==> src/rtl/lenet_input_loader_pkg.sv <==
// Shared LeNet constants and the input-loader state type.
package lenet_pkg;

   // LeNet input image side and the number of fb3 words in one frame
   localparam int LENET_SIZE        = 28;
   localparam int LENET_FRAME_WORDS = LENET_SIZE * LENET_SIZE;

   // Camera pixels summed into one LeNet pixel (horizontal x vertical)
   localparam int ACC_BLK_W = 8;
   localparam int ACC_BLK_H = 8;

   // Sum of ACC_BLK_W*ACC_BLK_H 4-bit camera pixels
   localparam int ACC_W = $clog2(ACC_BLK_W * ACC_BLK_H) + 4;

   typedef enum logic [1:0] {
      IDLE,
      RUN,
      DRAIN,
      DONE
   } lenet_state_t;

endpackage

==> src/rtl/lenet_input_loader_if.sv <==
// Pixel stream from the input loader to the LeNet first layer.
interface lenet_input_loader_if #(
   parameter int OUT_W = 8
);
   logic [OUT_W-1:0] pix_data;
   logic             pix_valid;
   logic             pix_ready;
   logic             pix_last;
   logic             pix_sol;

   modport master (
      output pix_data, pix_valid, pix_last, pix_sol,
      input  pix_ready
   );

   modport slave (
      input  pix_data, pix_valid, pix_last, pix_sol,
      output pix_ready
   );
endinterface

==> src/rtl/lenet_input_loader_pix_fifo.sv <==
// Two-entry FIFO; the head entry register drives the outputs directly.
module lenet_pix_fifo #(
   parameter int W = 10
) (
   input  logic         clk,
   input  logic         rst,
   input  logic         push,
   input  logic [W-1:0] din,
   input  logic         pop,
   output logic [W-1:0] dout,
   output logic         valid,
   output logic [1:0]   count
);
   logic [W-1:0] head_q, head_d;
   logic [W-1:0] tail_q, tail_d;
   logic [1:0]   count_q, count_d;
   logic         do_pop;

   assign do_pop = pop && (count_q != 2'd0);

   // Next-state for the two entries and the occupancy count
   always_comb begin
      head_d  = head_q;
      tail_d  = tail_q;
      count_d = count_q;
      case ({push, do_pop})
         2'b10: begin
            if (count_q == 2'd0) begin
               head_d  = din;
               count_d = 2'd1;
            end else if (count_q == 2'd1) begin
               tail_d  = din;
               count_d = 2'd2;
            end
         end
         2'b01: begin
            head_d  = tail_q;
            count_d = count_q - 2'd1;
         end
         2'b11: begin
            // Occupancy unchanged; new word lands behind whatever remains
            if (count_q == 2'd1) begin
               head_d = din;
            end else begin
               head_d = tail_q;
               tail_d = din;
            end
         end
         default: ;
      endcase
   end

   // Entry and count registers
   always_ff @(posedge clk or posedge rst) begin
      if (rst) begin
         head_q  <= '0;
         tail_q  <= '0;
         count_q <= 2'd0;
      end else begin
         head_q  <= head_d;
         tail_q  <= tail_d;
         count_q <= count_d;
      end
   end

   assign dout  = head_q;
   assign valid = (count_q != 2'd0);
   assign count = count_q;

endmodule

==> src/rtl/lenet_input_loader.sv <==
// Reads the 28x28 accumulated image out of fb3 port B and streams 8-bit
// pixels in raster order to the LeNet first layer.
module lenet_input_loader #(
   parameter int LENET_SIZE = lenet_pkg::LENET_SIZE,
   parameter int ADDR_W     = 10,
   parameter int ACC_W      = lenet_pkg::ACC_W,
   parameter int OUT_W      = 8,
   parameter int INVERT     = 1
) (
   input  logic              clk,
   input  logic              rst,
   input  logic              start,
   output logic              busy,
   output logic              done,
   output logic [ADDR_W-1:0] mem_addr,
   output logic              mem_ren,
   input  logic [15:0]       mem_rdata,
   lenet_input_loader_if.master pix
);
   import lenet_pkg::*;

   localparam int FRAME = LENET_SIZE * LENET_SIZE;
   localparam int POS_W = $clog2(LENET_SIZE);
   localparam int FW    = OUT_W + 2;
   localparam logic [ADDR_W-1:0] LAST_ADDR = ADDR_W'(FRAME - 1);
   localparam logic [POS_W-1:0]  LAST_POS  = POS_W'(LENET_SIZE - 1);
   localparam logic [OUT_W-1:0]  PIX_MAX   = {OUT_W{1'b1}};

   lenet_state_t      state_q;
   logic [ADDR_W-1:0] rd_cnt_q;
   logic              busy_q;
   logic              done_q;
   logic              rvalid_q;
   logic [POS_W-1:0]  col_q;
   logic [POS_W-1:0]  row_q;

   logic [ACC_W-1:0]  acc;
   logic [OUT_W-1:0]  pix_raw;
   logic [OUT_W-1:0]  pix_conv;
   logic [FW-1:0]     fifo_din;
   logic [FW-1:0]     fifo_dout;
   logic              fifo_valid;
   logic [1:0]        fifo_count;
   logic              pop;
   logic              issue;
   logic              start_acc;
   logic [2:0]        credit;
   logic              unused_lsbs;

   assign pop       = fifo_valid && pix.pix_ready;
   assign start_acc = (state_q == IDLE) && start;

   // Words held in the FIFO plus the one returning from RAM this cycle,
   // minus the one leaving. Reads are combinational so a freed slot is
   // refilled without a bubble.
   assign credit = {1'b0, fifo_count} + {2'b00, rvalid_q} - {2'b00, pop};
   assign issue  = (state_q == RUN) && (credit < 3'd2);

   // Extract the accumulated value, scale to OUT_W and tag the beat
   always_comb begin
      acc      = mem_rdata[15 -: ACC_W];
      pix_raw  = acc[ACC_W-1 -: OUT_W];
      pix_conv = (INVERT != 0) ? (PIX_MAX - pix_raw) : pix_raw;
      fifo_din = {pix_conv,
                  (row_q == LAST_POS) && (col_q == LAST_POS),
                  (col_q == '0)};
   end

   assign unused_lsbs = ^{mem_rdata[15-ACC_W:0], acc[ACC_W-OUT_W-1:0]};

   // Frame sequencing: read issue, drain of the last beat, done pulse
   always_ff @(posedge clk or posedge rst) begin
      if (rst) begin
         state_q  <= IDLE;
         rd_cnt_q <= '0;
         busy_q   <= 1'b0;
         done_q   <= 1'b0;
      end else begin
         done_q <= 1'b0;
         case (state_q)
            IDLE: begin
               if (start) begin
                  state_q  <= RUN;
                  busy_q   <= 1'b1;
                  rd_cnt_q <= '0;
               end
            end
            RUN: begin
               if (issue) begin
                  rd_cnt_q <= rd_cnt_q + 1'b1;
                  if (rd_cnt_q == LAST_ADDR) begin
                     state_q <= DRAIN;
                  end
               end
            end
            DRAIN: begin
               if (pop && fifo_dout[1]) begin
                  state_q <= DONE;
                  done_q  <= 1'b1;
               end
            end
            DONE: begin
               state_q  <= IDLE;
               busy_q   <= 1'b0;
               rd_cnt_q <= '0;
            end
            default: state_q <= IDLE;
         endcase
      end
   end

   // RAM return tracking and raster position of the next word pushed
   always_ff @(posedge clk or posedge rst) begin
      if (rst) begin
         rvalid_q <= 1'b0;
         col_q    <= '0;
         row_q    <= '0;
      end else begin
         rvalid_q <= issue;
         if (start_acc) begin
            col_q <= '0;
            row_q <= '0;
         end else if (rvalid_q) begin
            if (col_q == LAST_POS) begin
               col_q <= '0;
               row_q <= row_q + 1'b1;
            end else begin
               col_q <= col_q + 1'b1;
            end
         end
      end
   end

   lenet_pix_fifo #(
      .W (FW)
   ) u_fifo (
      .clk   (clk),
      .rst   (rst),
      .push  (rvalid_q),
      .din   (fifo_din),
      .pop   (pop),
      .dout  (fifo_dout),
      .valid (fifo_valid),
      .count (fifo_count)
   );

   assign busy          = busy_q;
   assign done          = done_q;
   assign mem_addr      = rd_cnt_q;
   assign mem_ren       = issue;
   assign pix.pix_valid = fifo_valid;
   assign pix.pix_data  = fifo_dout[FW-1 -: OUT_W];
   assign pix.pix_last  = fifo_dout[1];
   assign pix.pix_sol   = fifo_dout[0];

endmodule

==> src/flat_wrapper.sv <==
// flat-port wrapper written by rule: the top's interface ports become plain ports
module lenet_input_loader_flat import lenet_pkg::*;
#(
   parameter int LENET_SIZE = lenet_pkg::LENET_SIZE,
   parameter int ADDR_W     = 10,
   parameter int ACC_W      = lenet_pkg::ACC_W,
   parameter int OUT_W      = 8,
   parameter int INVERT     = 1
)
  (clk, rst, start, busy, done, mem_addr, mem_ren, mem_rdata, pix_pix_data, pix_pix_valid, pix_pix_last, pix_pix_sol, pix_pix_ready);
  lenet_input_loader_if #(.OUT_W(OUT_W)) pix_i ();
  input  logic clk;
  input  logic rst;
  input  logic start;
  output logic busy;
  output logic done;
  output logic [ADDR_W-1:0] mem_addr;
  output logic mem_ren;
  input  logic [15:0] mem_rdata;
  output wire logic [$bits(pix_i.pix_data)-1:0] pix_pix_data;
  output wire logic [$bits(pix_i.pix_valid)-1:0] pix_pix_valid;
  output wire logic [$bits(pix_i.pix_last)-1:0] pix_pix_last;
  output wire logic [$bits(pix_i.pix_sol)-1:0] pix_pix_sol;
  input wire logic [$bits(pix_i.pix_ready)-1:0] pix_pix_ready;
  assign pix_pix_data = pix_i.pix_data;
  assign pix_pix_valid = pix_i.pix_valid;
  assign pix_pix_last = pix_i.pix_last;
  assign pix_pix_sol = pix_i.pix_sol;
  assign pix_i.pix_ready = pix_pix_ready;
  lenet_input_loader #(.LENET_SIZE(LENET_SIZE), .ADDR_W(ADDR_W), .ACC_W(ACC_W), .OUT_W(OUT_W), .INVERT(INVERT)) u_core (.clk(clk), .rst(rst), .start(start), .busy(busy), .done(done), .mem_addr(mem_addr), .mem_ren(mem_ren), .mem_rdata(mem_rdata), .pix(pix_i));
endmodule
==> config.mk <==
export PLATFORM = sky130hd
export DESIGN_NAME = lenet_input_loader_flat
export DESIGN_NICKNAME = d
export VERILOG_FILES = /design/src/rtl/lenet_input_loader_pkg.sv /design/src/rtl/lenet_input_loader_if.sv /design/src/rtl/lenet_input_loader_pix_fifo.sv /design/src/rtl/lenet_input_loader.sv /design/src/flat_wrapper.sv
export SDC_FILE = /design/constraint.sdc
export NUM_CORES = 1
export LEC_CHECK = 0
export CELL_PAD_IN_SITES_DETAIL_PLACEMENT = 1
export CELL_PAD_IN_SITES_GLOBAL_PLACEMENT = 1
export CORE_MARGIN = 3
export CORE_UTILIZATION = 40
export CTS_CLUSTER_DIAMETER = 200
export DETAILED_ROUTE_END_ITERATION = 12
export HOLD_SLACK_MARGIN = 0.1
export MAX_ROUTING_LAYER = met4
export PLACE_DENSITY_LB_ADDON = 0.05
export SETUP_SLACK_MARGIN = 0.02
export SLEW_MARGIN = 5
export SYNTH_ARGS = -nofsm -noshare
export SYNTH_HDL_FRONTEND = slang
export SYNTH_SLANG_ARGS = --single-unit
==> constraint.sdc <==
create_clock -name clk -period 3.8 [get_ports clk]
set_input_delay 1.14 -clock clk [delete_from_list [all_inputs] [get_ports clk]]
set_output_delay 1.14 -clock clk [all_outputs]
set_load 0.02 [all_outputs]
# Word level (Yosys, flattened, before mapping)
# Cells that the tools add are included.
# totals
out_inout_bits,24
reg_bits,47
# op_classes
magnitude_cmp,1
muxes,27
addsub,7
eq_ne,18
n_reduce_logical,24
# op_table
op,count
$mux W10,6
$pmux W10 S3,2
$mux W5,6
$pmux W10 S2,1
$mux W2,6
$reduce_bool A2 Y1,6
$add A10 B1 Y10 const B,1
$add A5 B1 Y5 const B,2
$eq A10 B10 Y1 const B,1
$eq A5 B5 Y1 const B,2
$ne A2 B2 Y1 const B,5
$eq A2 B2 Y1 const B,4
$pmux W2 S4,1
$reduce_and A2 Y1,4
$sub A8 B8 Y8 const A,1
$eq A2 B1 Y1 const B,3
$logic_and A1 B1 Y1,6
$reduce_and A3 Y1,2
$reduce_bool A3 Y1,2
$logic_not A5 Y1,1
$logic_not A2 Y1,2
$ne A2 B1 Y1 const B,2
$pmux W2 S2,1
$reduce_and A4 Y1,1
other kinds (7),9

# Longest topological paths before layout
# depth
depth_word,7
ltp_mapped,11
depth_no_buf,10

# Cells and area by module
# A second synthesis with hierarchy kept.
# unflattened
hier_cells,250
area_unflattened_um2,2597.5
# modules_own_cells
mod,cells_each,instances,area_each_um2
lenet_input_loader,160,1,1501.4
lenet_pix_fifo,90,1,1096.1

# Worst setup path after synthesis
# OpenSTA, ideal clock, no wires.
# synth_timing
kind,input to output
start,input pix_pix_ready
end,output mem_ren
path_slack_ps,95
arrival_ps,2565
stages,6
path_buffers,0
cell_sequence,nor2b_1 -> nor2b_1 -> o21ai_0 -> fa_1 -> xnor2_1 -> and3_2
# synth_between
elab_chain_cells,4
# synth_rtl
element,line,rtl
from (decl),flat_wrapper.sv:24,input wire logic [$bits(pix_i.pix_ready)-1:0] pix_pix_ready;
$logic_and A1 B1 Y1,lenet_input_loader.sv:50,assign pop = fifo_valid && pix.pix_ready;
$sub A3 B1 Y3,lenet_input_loader.sv:56,"assign credit = {1'b0, fifo_count} + {2'b00, rvalid_q} - {2'b00, pop};"
$lt A3 B2 Y1,lenet_input_loader.sv:57,assign issue = (state_q == RUN) && (credit < 3'd2);
$logic_and A1 B1 Y1,lenet_input_loader.sv:57,
to (decl),flat_wrapper.sv:18,output logic mem_ren;
# No other way between the ends.

# Worst setup path in the final report
# Same ends and word-level chain as after synthesis.

==> run metrics <==
CTS buffer count=5; Buffers on Ports=35; highest clock rate=about 270 MHz; die height=~88 um; Peak VDD IR=between 500 and 600 uV; Global Route met2 Usage=0.321; final wirelength=around 6.5 mm; Area Overhead vs Synth=23.4%; Nets=357; Top Ports=between 40 and 50; Setup WS pre-CTS=-961 ps; clock tree from TritonCTS=yes; clk slew on worst S/H paths=~90 ps; DIE WIDTH=roughly 88 um; post-DR wirelength/cell=16.0 um; max-slew violation count=0; reg2reg setup slack=around 1100 ps; met3 global-route usage=0.0350; R2R cell count=12; die area=~7700 um2; # rows=29; Total GRT Usage=0.190; Crit Path Class=input port to output port; vias per inst=approximately 5.5; leak pwr=about 1.5 nW; ys flop type=dfrtp_1; Final Cell Area=roughly 3300 um2; dpl cell area=around 3100 um2; worst hold stages=2; HP Class=flip-flop to flip-flop; grt ovf=0; share of the synthesized area in the top cell type=0.443; pwr dens=roughly 800 nW/um2; Async S/R FF share, synth=1.00; Min Hold Slack=slightly above 500 ps; Worst Setup Start Kind=input port; share of cells above drive strength 1=0.113; RSZ-0062 raised after global routing=false; busiest grt layer=met2; run status=complete, no violations; mapped cell area=between 2000 and 3000 um2; number of H-tree levels=2; syn_nets=roughly 320; EDFF count, synth=0; initial antenna violation count=0; GR Util met1=0.235; Worst slew margin=0.656; Root Buffer=clkbuf_8; Synth area leaders=dfrtp_1, mux2i_1, ha_1; clk_lat worst skew=about 300 ps; clk sinks=47; RePlAce Congestion=between 0.7 and 0.8; vias in the first global route=2,363; total number of vias=2,216; most frequent cells in the layout=dfrtp_1, clkdlybuf4s50_1, nor2_1; Final Setup Violations=0; CP max FO=4; most common cell after layout, fill and taps aside=dfrtp_1; DR DRC count=0; sequential element share of the synthesized area=0.443; pin count of the biggest net entering global routing=30; Detailed Place HPWL=around 4.6 mm; average cell area after synthesis=9.26 um2; global-route wire length before repair=~11 mm; crit path time final=about 3700 ps; setup_tns=0 ps; Starting Density=0.416; Hold Fails Final Rpt=0; CP endpoint kind=output port; #FFs+latches synth=47; Arr. time, crit path=approximately 2500 ps; Longest Clk Path Bufs=2; Max Cap Viol=0; Routed Antenna Nets=0; Ys Warns=0; Fin Clk Skew=between 7 and 8 ps; drt first pass iters=4; final setup margin=approximately 120 ps; Initial DRC Count=around 90; floorplan core area=6390 um2; ANT cells=0; Critical Path RT=approximately 2700 ps; post-synth top area cell=dfrtp_1; Synth Instances=around 290; worst-margin pin slew=a little over 500 ps; Tcrit/Tclk final=0.968; library cells used by synthesis=47
## layout make-up
type,count,area [um2]
Multi-Input combinational cell,207,1370
Clock inverter,2,35.0
Timing Repair Buffer,49,455
Sequential cell,47,1180
Fill cell,747,3110
Clock buffer,6,82.6
Inverter,16,60.1
Tap cell,77,96.3
## cells by family after synthesis
group / after synthesis / synth area share
buf+inv: 33 / 0.0518
compound gates: 60 / 0.145
mux: 20 / 0.0786
xor+xnor: 4 / 0.0132
flops: 47 / 0.443
fa+ha+maj: 11 / 0.0546
simple gates: 112 / 0.215
## critical path: stages
cell	delay [ps]
buf_2	110
nor2b_4	120
buf_6	110
nor2b_1	100
o21ai_1	90
fa_2	540
and3_4	200
buf_6	110
## repair_timing
item / in CTS / in global routing
gates resized for setup: 19 / 0
hold buffers: 0 / 0
setup buffers: 1 / 0
pin swaps: 4 / 1
hold endpoints to repair: 0 / 0
setup endpoints to repair: 1 / 1
## stage by stage
stage                util  cells  power, mW
finish              0.513    404       2.62
global route        0.513    404       2.86
CTS                 0.513    404       2.66
detailed placement  0.489    395       2.19
global placement    0.489    395       2.14
floorplan               -    287       1.72
## cell usage after synthesis (2+ instances only)
library cell	n
a211oi_1	3
o31ai_1	6
and3_1	7
nor4_1	6
a31oi_1	2
nand3_1	6
ha_1	10
o21ai_0	13
nor3_1	3
a311oi_1	2
a21o_1	2
buf_2	5
nand4_1	3
nor2b_1	7
or3_1	2
a21oi_1	17
o22ai_1	3
a221oi_1	2
dfrtp_1	47
nand2_1	27
nor4b_1	2
mux2i_1	16
nand2b_1	9
mux2_2	3
buf_1	2
inv_1	16
clkbuf_1	9
xnor2_1	2
o41ai_1	2
xor2_1	2
a41oi_1	2
and2_1	2
a22oi_1	4
nor2_1	30
## state kept, by name, summed over array words and instances (netlist names)
register,flops
u_core.col_q,5
u_core.state_q,2
u_core.busy,1
u_core.u_fifo.tail_q,10
u_core.u_fifo.dout,10
u_core.mem_addr,10
u_core.rvalid_q,1
u_core.u_fifo.count,2
u_core.row_q,5
u_core.done,1
## where the power goes
part           leakage, nW  switching (mW)  internal, mW  total [mW]
Combinational        0.839           0.719         0.656        1.37
Sequential           0.569           0.163         0.695       0.858
Clock               0.0612           0.173         0.213       0.386
## final timing paths
check	endpoint	startpoint
min in group asynchronous	u_core.mem_addr[3]$_DFFE_PP0P_	rst
hold reg to reg	u_core.row_q[1]$_DFFE_PP0P_	u_core.row_q[1]$_DFFE_PP0P_
max in group asynchronous	u_core.u_fifo.dout[1]$_DFFE_PP0P_	rst
hold / removal	u_core.row_q[1]$_DFFE_PP0P_	u_core.row_q[1]$_DFFE_PP0P_
setup reg to reg	u_core.mem_addr[0]$_DFFE_PP0P_	u_core.u_fifo.count[1]$_DFFE_PP0P_
setup / recovery	mem_ren	pix_pix_ready
## layer usage
layer  vias up  wire (um)
li1       1093          -
met1      1091       2990
met2        28       3270
met3         4        158
met4         0         48
met5         -          0
(Power assumes the default switching activity.)
